### src/rtl/rgb_gray_packer_if.sv
// -----------------------------------------------------------------------------
// rgb_gray_packer_if
//   Bundles the byte-stream input and the tagged-pixel output of
//   rgb_gray_packer.
//
//   Byte side  : in_valid, in_data[7:0]      (driven by the image source)
//   Pixel side : out_valid, out_gray[7:0], out_x[XW-1:0], out_y[YW-1:0],
//                out_sof, out_eol, out_eof, frame_cnt[15:0]
//
//   modport master : the environment (drives bytes, observes pixels)
//   modport slave  : the packer itself (consumes bytes, produces pixels)
// -----------------------------------------------------------------------------
interface rgb_gray_packer_if #(
   parameter int XW = 9,
   parameter int YW = 9
);
   logic          in_valid;
   logic [7:0]    in_data;
   logic          out_valid;
   logic [7:0]    out_gray;
   logic [XW-1:0] out_x;
   logic [YW-1:0] out_y;
   logic          out_sof;
   logic          out_eol;
   logic          out_eof;
   logic [15:0]   frame_cnt;

   modport master (
      output in_valid, in_data,
      input  out_valid, out_gray, out_x, out_y,
      input  out_sof, out_eol, out_eof, frame_cnt
   );

   modport slave (
      input  in_valid, in_data,
      output out_valid, out_gray, out_x, out_y,
      output out_sof, out_eol, out_eof, frame_cnt
   );
endinterface

### src/rtl/rgb_gray_packer.sv
// -----------------------------------------------------------------------------
// rgb_gray_packer
//   Packs an interleaved R,G,B byte stream into pixels, converts each pixel to
//   8-bit luma (77R + 150G + 29B) >> 8 and tags it with x/y coordinates and
//   start-of-frame / end-of-line / end-of-frame markers.
//
//   Ports:
//     clk  : system clock, rising edge
//     rst  : synchronous active-high reset
//     bus  : rgb_gray_packer_if.slave
//            in_valid/in_data          byte strobe and byte from the source
//            out_valid                 one-cycle strobe per completed pixel
//            out_gray                  luma of the pixel (holds when idle)
//            out_x/out_y               pixel coordinates (hold when idle)
//            out_sof/out_eol/out_eof   markers, qualified by out_valid
//            frame_cnt                 completed frames, wraps at 16 bits
//
//   A cycle with in_valid low resynchronises: byte phase and coordinates go
//   back to pixel (0,0) because the source restarts its frame whenever its
//   enable drops. Partial pixels are dropped silently.
// -----------------------------------------------------------------------------
module rgb_gray_packer #(
   parameter int N  = 450,
   parameter int M  = 450,
   parameter int XW = 9,
   parameter int YW = 9
) (
   input  logic               clk,
   input  logic               rst,
   rgb_gray_packer_if.slave   bus
);

   typedef enum logic [1:0] {
      PH_R = 2'd0,
      PH_G = 2'd1,
      PH_B = 2'd2
   } ph_t;

   localparam logic [XW-1:0] X_LAST = XW'(N - 1);
   localparam logic [YW-1:0] Y_LAST = YW'(M - 1);

   // Luma in 16 bits; max is 255*256 = 65280, so no overflow. Truncating.
   function automatic logic [7:0] luma_f(input logic [7:0] r,
                                         input logic [7:0] g,
                                         input logic [7:0] b);
      logic [15:0] sum_v;
      sum_v = (16'd77  * {8'd0, r}) +
              (16'd150 * {8'd0, g}) +
              (16'd29  * {8'd0, b});
      return sum_v[15:8];
   endfunction

   ph_t           ph_r;
   ph_t           ph_nxt_s;
   logic          pix_done_s;
   logic          last_col_s;
   logic          last_row_s;
   logic          first_pix_s;

   logic [7:0]    r_r;
   logic [7:0]    g_r;
   logic [XW-1:0] x_r;
   logic [YW-1:0] y_r;

   logic          out_valid_r;
   logic [7:0]    out_gray_r;
   logic [XW-1:0] out_x_r;
   logic [YW-1:0] out_y_r;
   logic          out_sof_r;
   logic          out_eol_r;
   logic          out_eof_r;
   logic [15:0]   frame_cnt_r;

   // Byte-phase state register.
   always_ff @(posedge clk) begin
      if (rst) begin
         ph_r <= PH_R;
      end else begin
         ph_r <= ph_nxt_s;
      end
   end

   // Byte-phase next state: advance on accepted bytes, resync on idle cycles.
   always_comb begin
      ph_nxt_s = PH_R;
      if (!bus.in_valid) begin
         ph_nxt_s = PH_R;
      end else begin
         case (ph_r)
            PH_R:    ph_nxt_s = PH_G;
            PH_G:    ph_nxt_s = PH_B;
            PH_B:    ph_nxt_s = PH_R;
            default: ph_nxt_s = PH_R;
         endcase
      end
   end

   // Phase decode: pixel completion and position flags of the pixel in work.
   always_comb begin
      pix_done_s  = 1'b0;
      last_col_s  = (x_r == X_LAST);
      last_row_s  = (y_r == Y_LAST);
      first_pix_s = (x_r == {XW{1'b0}}) && (y_r == {YW{1'b0}});
      if (bus.in_valid && (ph_r == PH_B)) begin
         pix_done_s = 1'b1;
      end else begin
         pix_done_s = 1'b0;
      end
   end

   // R/G holding registers, loaded on their byte phase.
   always_ff @(posedge clk) begin
      if (rst) begin
         r_r <= 8'd0;
         g_r <= 8'd0;
      end else begin
         if (bus.in_valid && (ph_r == PH_R)) begin
            r_r <= bus.in_data;
         end
         if (bus.in_valid && (ph_r == PH_G)) begin
            g_r <= bus.in_data;
         end
      end
   end

   // Coordinate counters of the pixel being assembled.
   always_ff @(posedge clk) begin
      if (rst) begin
         x_r <= {XW{1'b0}};
         y_r <= {YW{1'b0}};
      end else if (!bus.in_valid) begin
         x_r <= {XW{1'b0}};
         y_r <= {YW{1'b0}};
      end else if (pix_done_s) begin
         if (last_col_s) begin
            x_r <= {XW{1'b0}};
            y_r <= last_row_s ? {YW{1'b0}} : (y_r + YW'(1));
         end else begin
            x_r <= x_r + XW'(1);
         end
      end
   end

   // Registered pixel outputs; markers are cleared whenever no pixel is out.
   always_ff @(posedge clk) begin
      if (rst) begin
         out_valid_r <= 1'b0;
         out_gray_r  <= 8'd0;
         out_x_r     <= {XW{1'b0}};
         out_y_r     <= {YW{1'b0}};
         out_sof_r   <= 1'b0;
         out_eol_r   <= 1'b0;
         out_eof_r   <= 1'b0;
         frame_cnt_r <= 16'd0;
      end else begin
         out_valid_r <= pix_done_s;
         if (pix_done_s) begin
            out_gray_r <= luma_f(r_r, g_r, bus.in_data);
            out_x_r    <= x_r;
            out_y_r    <= y_r;
            out_sof_r  <= first_pix_s;
            out_eol_r  <= last_col_s;
            out_eof_r  <= last_col_s && last_row_s;
            if (last_col_s && last_row_s) begin
               frame_cnt_r <= frame_cnt_r + 16'd1;
            end
         end else begin
            out_sof_r <= 1'b0;
            out_eol_r <= 1'b0;
            out_eof_r <= 1'b0;
         end
      end
   end

   assign bus.out_valid = out_valid_r;
   assign bus.out_gray  = out_gray_r;
   assign bus.out_x     = out_x_r;
   assign bus.out_y     = out_y_r;
   assign bus.out_sof   = out_sof_r;
   assign bus.out_eol   = out_eol_r;
   assign bus.out_eof   = out_eof_r;
   assign bus.frame_cnt = frame_cnt_r;

endmodule

### src/flat_wrapper.sv
// flat-port wrapper written by rule: the top's interface ports become plain ports
module rgb_gray_packer_flat 
#(
   parameter int N  = 450,
   parameter int M  = 450,
   parameter int XW = 9,
   parameter int YW = 9
)
  (clk, rst, bus_in_valid, bus_in_data, bus_out_valid, bus_out_gray, bus_out_x, bus_out_y, bus_out_sof, bus_out_eol, bus_out_eof, bus_frame_cnt);
  rgb_gray_packer_if #(.XW(XW), .YW(YW)) bus_i ();
  input  logic clk;
  input  logic rst;
  input wire logic [$bits(bus_i.in_valid)-1:0] bus_in_valid;
  input wire logic [$bits(bus_i.in_data)-1:0] bus_in_data;
  output wire logic [$bits(bus_i.out_valid)-1:0] bus_out_valid;
  output wire logic [$bits(bus_i.out_gray)-1:0] bus_out_gray;
  output wire logic [$bits(bus_i.out_x)-1:0] bus_out_x;
  output wire logic [$bits(bus_i.out_y)-1:0] bus_out_y;
  output wire logic [$bits(bus_i.out_sof)-1:0] bus_out_sof;
  output wire logic [$bits(bus_i.out_eol)-1:0] bus_out_eol;
  output wire logic [$bits(bus_i.out_eof)-1:0] bus_out_eof;
  output wire logic [$bits(bus_i.frame_cnt)-1:0] bus_frame_cnt;
  assign bus_i.in_valid = bus_in_valid;
  assign bus_i.in_data = bus_in_data;
  assign bus_out_valid = bus_i.out_valid;
  assign bus_out_gray = bus_i.out_gray;
  assign bus_out_x = bus_i.out_x;
  assign bus_out_y = bus_i.out_y;
  assign bus_out_sof = bus_i.out_sof;
  assign bus_out_eol = bus_i.out_eol;
  assign bus_out_eof = bus_i.out_eof;
  assign bus_frame_cnt = bus_i.frame_cnt;
  rgb_gray_packer #(.N(N), .M(M), .XW(XW), .YW(YW)) u_core (.clk(clk), .rst(rst), .bus(bus_i));
endmodule
### config.mk
export PLATFORM = sky130hd
export DESIGN_NAME = rgb_gray_packer_flat
export DESIGN_NICKNAME = d
export VERILOG_FILES = /design/src/rtl/rgb_gray_packer_if.sv /design/src/rtl/rgb_gray_packer.sv /design/src/flat_wrapper.sv
export SDC_FILE = /design/constraint.sdc
export NUM_CORES = 1
export LEC_CHECK = 0
export ABC_AREA = 1
export BUFFER_PORTS_ARGS = -buffer_cell sky130_fd_sc_hd__buf_2
export CORE_MARGIN = 8
export CORE_UTILIZATION = 55
export DETAILED_ROUTE_END_ITERATION = 7
export HOLD_SLACK_MARGIN = 0.06
export MAX_ROUTING_LAYER = met4
export PLACE_DENSITY = 0.74
export SETUP_SLACK_MARGIN = 0.4
export SLEW_MARGIN = 0
export SYNTH_ARGS = -nofsm -noshare
export SYNTH_HDL_FRONTEND = slang
export SYNTH_SLANG_ARGS = --single-unit
### constraint.sdc
create_clock -name clk -period 17.3 [get_ports clk]
set_input_delay 1.73 -clock clk [delete_from_list [all_inputs] [get_ports clk]]
set_output_delay 1.73 -clock clk [all_outputs]
set_load 0.05 [all_outputs]
==> results.md <==
* Leakage power at 3.77 nW
* Final worst-path cycle share at around a third
* Post-CTS sizing at 0
* Unrepaired setup endpoints after global routing: false
* Num rows at 40
* Mapped Nets at 1006
* Slew Viols, Final at 0
* Gr usage total at 19.8%
* H-tree levels at 3
* Setup violations, final at 0
* Die height at 126 um
* Largest net degree at the start of global routing at between 50 and 60
* Post-DP Area at roughly 0.0071 sq mm
* Clock Latency Late Sink at 0.34 ns
* Gate power share at a little over half
* Placed cells at 1040
* Final min period at 6.10 ns
* Sequential share of power at between 20% and 30%
* Slew @ Worst Pin at about 1.1 ns
* Status: finished, final reports clean
* Most frequent cells in the layout: 152 x inv_1, 133 x nand2_1, 91 x ha_1
* DRC Markers at 0
* Final worst slack at roughly 11 ns
* IO Port Bufs at 56
* Vias at around 5.5k
* Via density at ~5.2
* CTS Root Cell: clkbuf_16
* F_max at around 160 MHz
* Post-Layout Cell Count at around 1.1k
* Max Root-Sink Buffers at 2
* HP Class: flip-flop to flip-flop
* Critical path startpoint category: flip-flop
* Hold Path End: u_core.bus.out_x[1]
* Area of the mapped netlist at between 0.006 and 0.007 sq mm
* R2r worst-path depth at 26
* Gate Count Post-Synth at between 800 and 900
* Post-layout net count at ~1.1k
* Dpl hpwl at about 12000 um
* Arr. time, crit path at roughly 6.3 ns
* DR pass1 iterations at 5
* Avg Cell Area, Syn at 7.91 sq um
* GPL Wtd Cong at around 0.87
* Total power at between 0.0008 and 0.0009 W
* Maximum fanout along the worst path at 5
* Pre-CTS WS at approximately 11 ns
* FF+latch count, synth at 82
* Vias in the first global route at 5229
* Clock share of power at roughly 22%
* CTS tree: done
* Max_cap viols at 0
* Flop-to-flop setup slack at about 11 ns
* Setup crit end kind: flip-flop
* First-pass GRT wire length at 25300 um
* Hold Path Depth at 2
* Setup Fix Bufs, Post-CTS at 0
* Share of cells above drive strength 1 at 10.2%
* R2R Path Start: u_core.g_r[4]
* IO Count at 57
* Fin. Hold Viols at 0
* Clock edge transition at the registers on the reported setup and hold paths at ~0.060 ns
* Design area at approximately 0.0074 sq mm
* Initial Util at 56.1%
* Most common cell after layout, fill and taps aside: inv_1
* Congestion Overflow GR at 0
* Clock sinks at 82
* Reg-to-reg endpoint: u_core.bus.out_gray[6]
* Setup TNS at 0 ns
* Wire length per cell at around 14 um
* P per Cell Area at 117 mW/mm^2
* Count of cell types in the netlist at 35
* Sequential-to-total area share from yosys stat at about a quarter
* NetSw at 0.000381 W
* Antenna diode count at 0
* Internal power at 0.000484 W
* Hold Crit Start: u_core.bus.out_x[1]
* Final WL at around 15000 um
* Slew HR at between 20% and 30%
* Sw frac at 44.0%
* Die area at 0.0160 sq mm
* Iteration-0 DRC Markers at 420
* Antenna Nets Post-Route at 0
* Synth warn at 0
* Hold-fix buffers at CTS at 0
* Die W at 126 um
* Core area at between 0.01 and 0.015 sq mm
* Inserted Clock Buffers at 9
* Initial antenna violation count at 0
* Required @ worst endpoint at 17.54 ns
* Clk_skew at ~0.0063 ns
* Setup CP Type: flip-flop to flip-flop
* Area growth syn-to-layout at 10.6%
* Maximum VDD drop at around 0.094 mV
-- power by group through the flow --
stage / clock network, W / registers [W] / logic (W)
3_3_place_gp: 0 / 0.000202 / 0.000467
3_5_place_dp: 0 / 0.000202 / 0.000472
6_report: 0.000193 / 0.000198 / 0.000475
5_1_grt: 0.000205 / 0.000199 / 0.000555
2_1_floorplan: 0 / 0.000204 / 0.000370
4_1_cts: 0.000196 / 0.000198 / 0.000477
-- critical path, cell delays in order, from the launching register on --
cell	delay (ns)
dfxtp_1	0.42
ha_1	0.27
ha_1	0.27
inv_1	0.05
fa_1	0.53
inv_1	0.06
fa_1	0.45
ha_1	0.38
nand2_1	0.10
nand2_1	0.07
a31oi_1	0.18
xnor2_1	0.16
ha_1	0.27
fa_1	0.51
inv_1	0.05
fa_1	0.46
fa_1	0.54
inv_1	0.04
ha_1	0.34
a21oi_1	0.19
o21ai_0	0.17
a21oi_1	0.21
nand2_1	0.07
nand2_1	0.06
nand3_1	0.06
nand2_1	0.07
inv_1	0.03
-- synthesized netlist by cell type (all sizes together) --
cell | number | area (sq um)
ha | 91 | 1140
o21ai | 47 | 235
a211oi | 3 | 22.5
nand2 | 136 | 523
xor2 | 14 | 123
dfxtp | 82 | 1640
o21bai | 2 | 15.0
inv | 160 | 601
nor3 | 15 | 91.3
or2 | 2 | 12.5
nor2 | 80 | 328
buf | 2 | 10.0
a21oi | 76 | 380
xnor2 | 9 | 78.8
fa | 55 | 1100
nor3b | 1 | 7.51
clkbuf | 11 | 41.3
nand3 | 39 | 208
clkinv | 1 | 5.00
a31oi | 2 | 12.5
nand3b | 3 | 22.5
a21o | 3 | 22.5
and2 | 2 | 12.5
nor4 | 1 | 6.26
o21a | 1 | 7.51
nand4 | 11 | 68.8
-- per-stage QoR --
step	hold slack (ns)	util, %
floorplan	0.457	-
global placement	0.449	59.7
detailed placement	0.453	59.7
CTS	0.462	62.1
global route	0.487	62.1
finish	0.466	62.1
-- cells by family (layout without fill, tap and decap cells) --
group,count (synthesis),count (layout),synth area share (%)
AOI/OAI and AO/OA,134,134,10.4
buffers and inverters,174,233,9.78
xor gates and xnor gates,23,23,3.00
DFF,82,82,24.4
adders and majority gates,146,146,33.4
and+or+nand+nor,290,290,19.1
-- worst max path at each step --
stage / slack (ns) / depth (start not counted) / end / start
after floorplan: 11.62 / 26 / u_core.bus.out_gray[6] / u_core.g_r[4]
after global placement: 11.25 / 17 / u_core.bus.out_gray[4] / bus_in_data[3]
after detailed placement: 11.20 / 17 / u_core.bus.out_gray[4] / bus_in_data[5]
after CTS: 11.19 / 26 / u_core.bus.out_gray[4] / u_core.g_r[4]
after global routing: 10.80 / 29 / u_core.bus.out_gray[7] / u_core.g_r[4]
final: 11.20 / 26 / u_core.bus.out_gray[6] / u_core.g_r[4]
-- layer usage --
metal	global-route usage, %	vias up	wire [um]	part of all wire [%]
met4	7.22	0	291	2.0
met1	27.4	2549	7350	50
met3	2.85	25	555	3.8
met5	-	-	0	0
met2	28.7	120	6480	44
li1	-	2817	-	-
-- state kept, by name (all words and copies together) (netlist names), 2 cells and up --
| name | flops |
|---|---|
| u_core.bus.out_y | 9 |
| u_core.r_r | 8 |
| u_core.x_r | 9 |
| u_core.y_r | 9 |
| u_core.bus.frame_cnt | 16 |
| u_core.g_r | 8 |
| u_core.bus.out_gray | 8 |
| u_core.bus.out_x | 9 |
| u_core.ph_r | 2 |
-- layout make-up --
cell class | count | area, sq um
flip-flops and latches | 82 | 1640
clock inverters | 4 | 51.3
multi-input cells | 593 | 4420
repair buffers | 57 | 288
inverters | 161 | 606
clock buffers | 11 | 243
fillers | 1058 | 4530
well taps | 147 | 184
No activity file was read; power rests on OpenSTA's default activity.
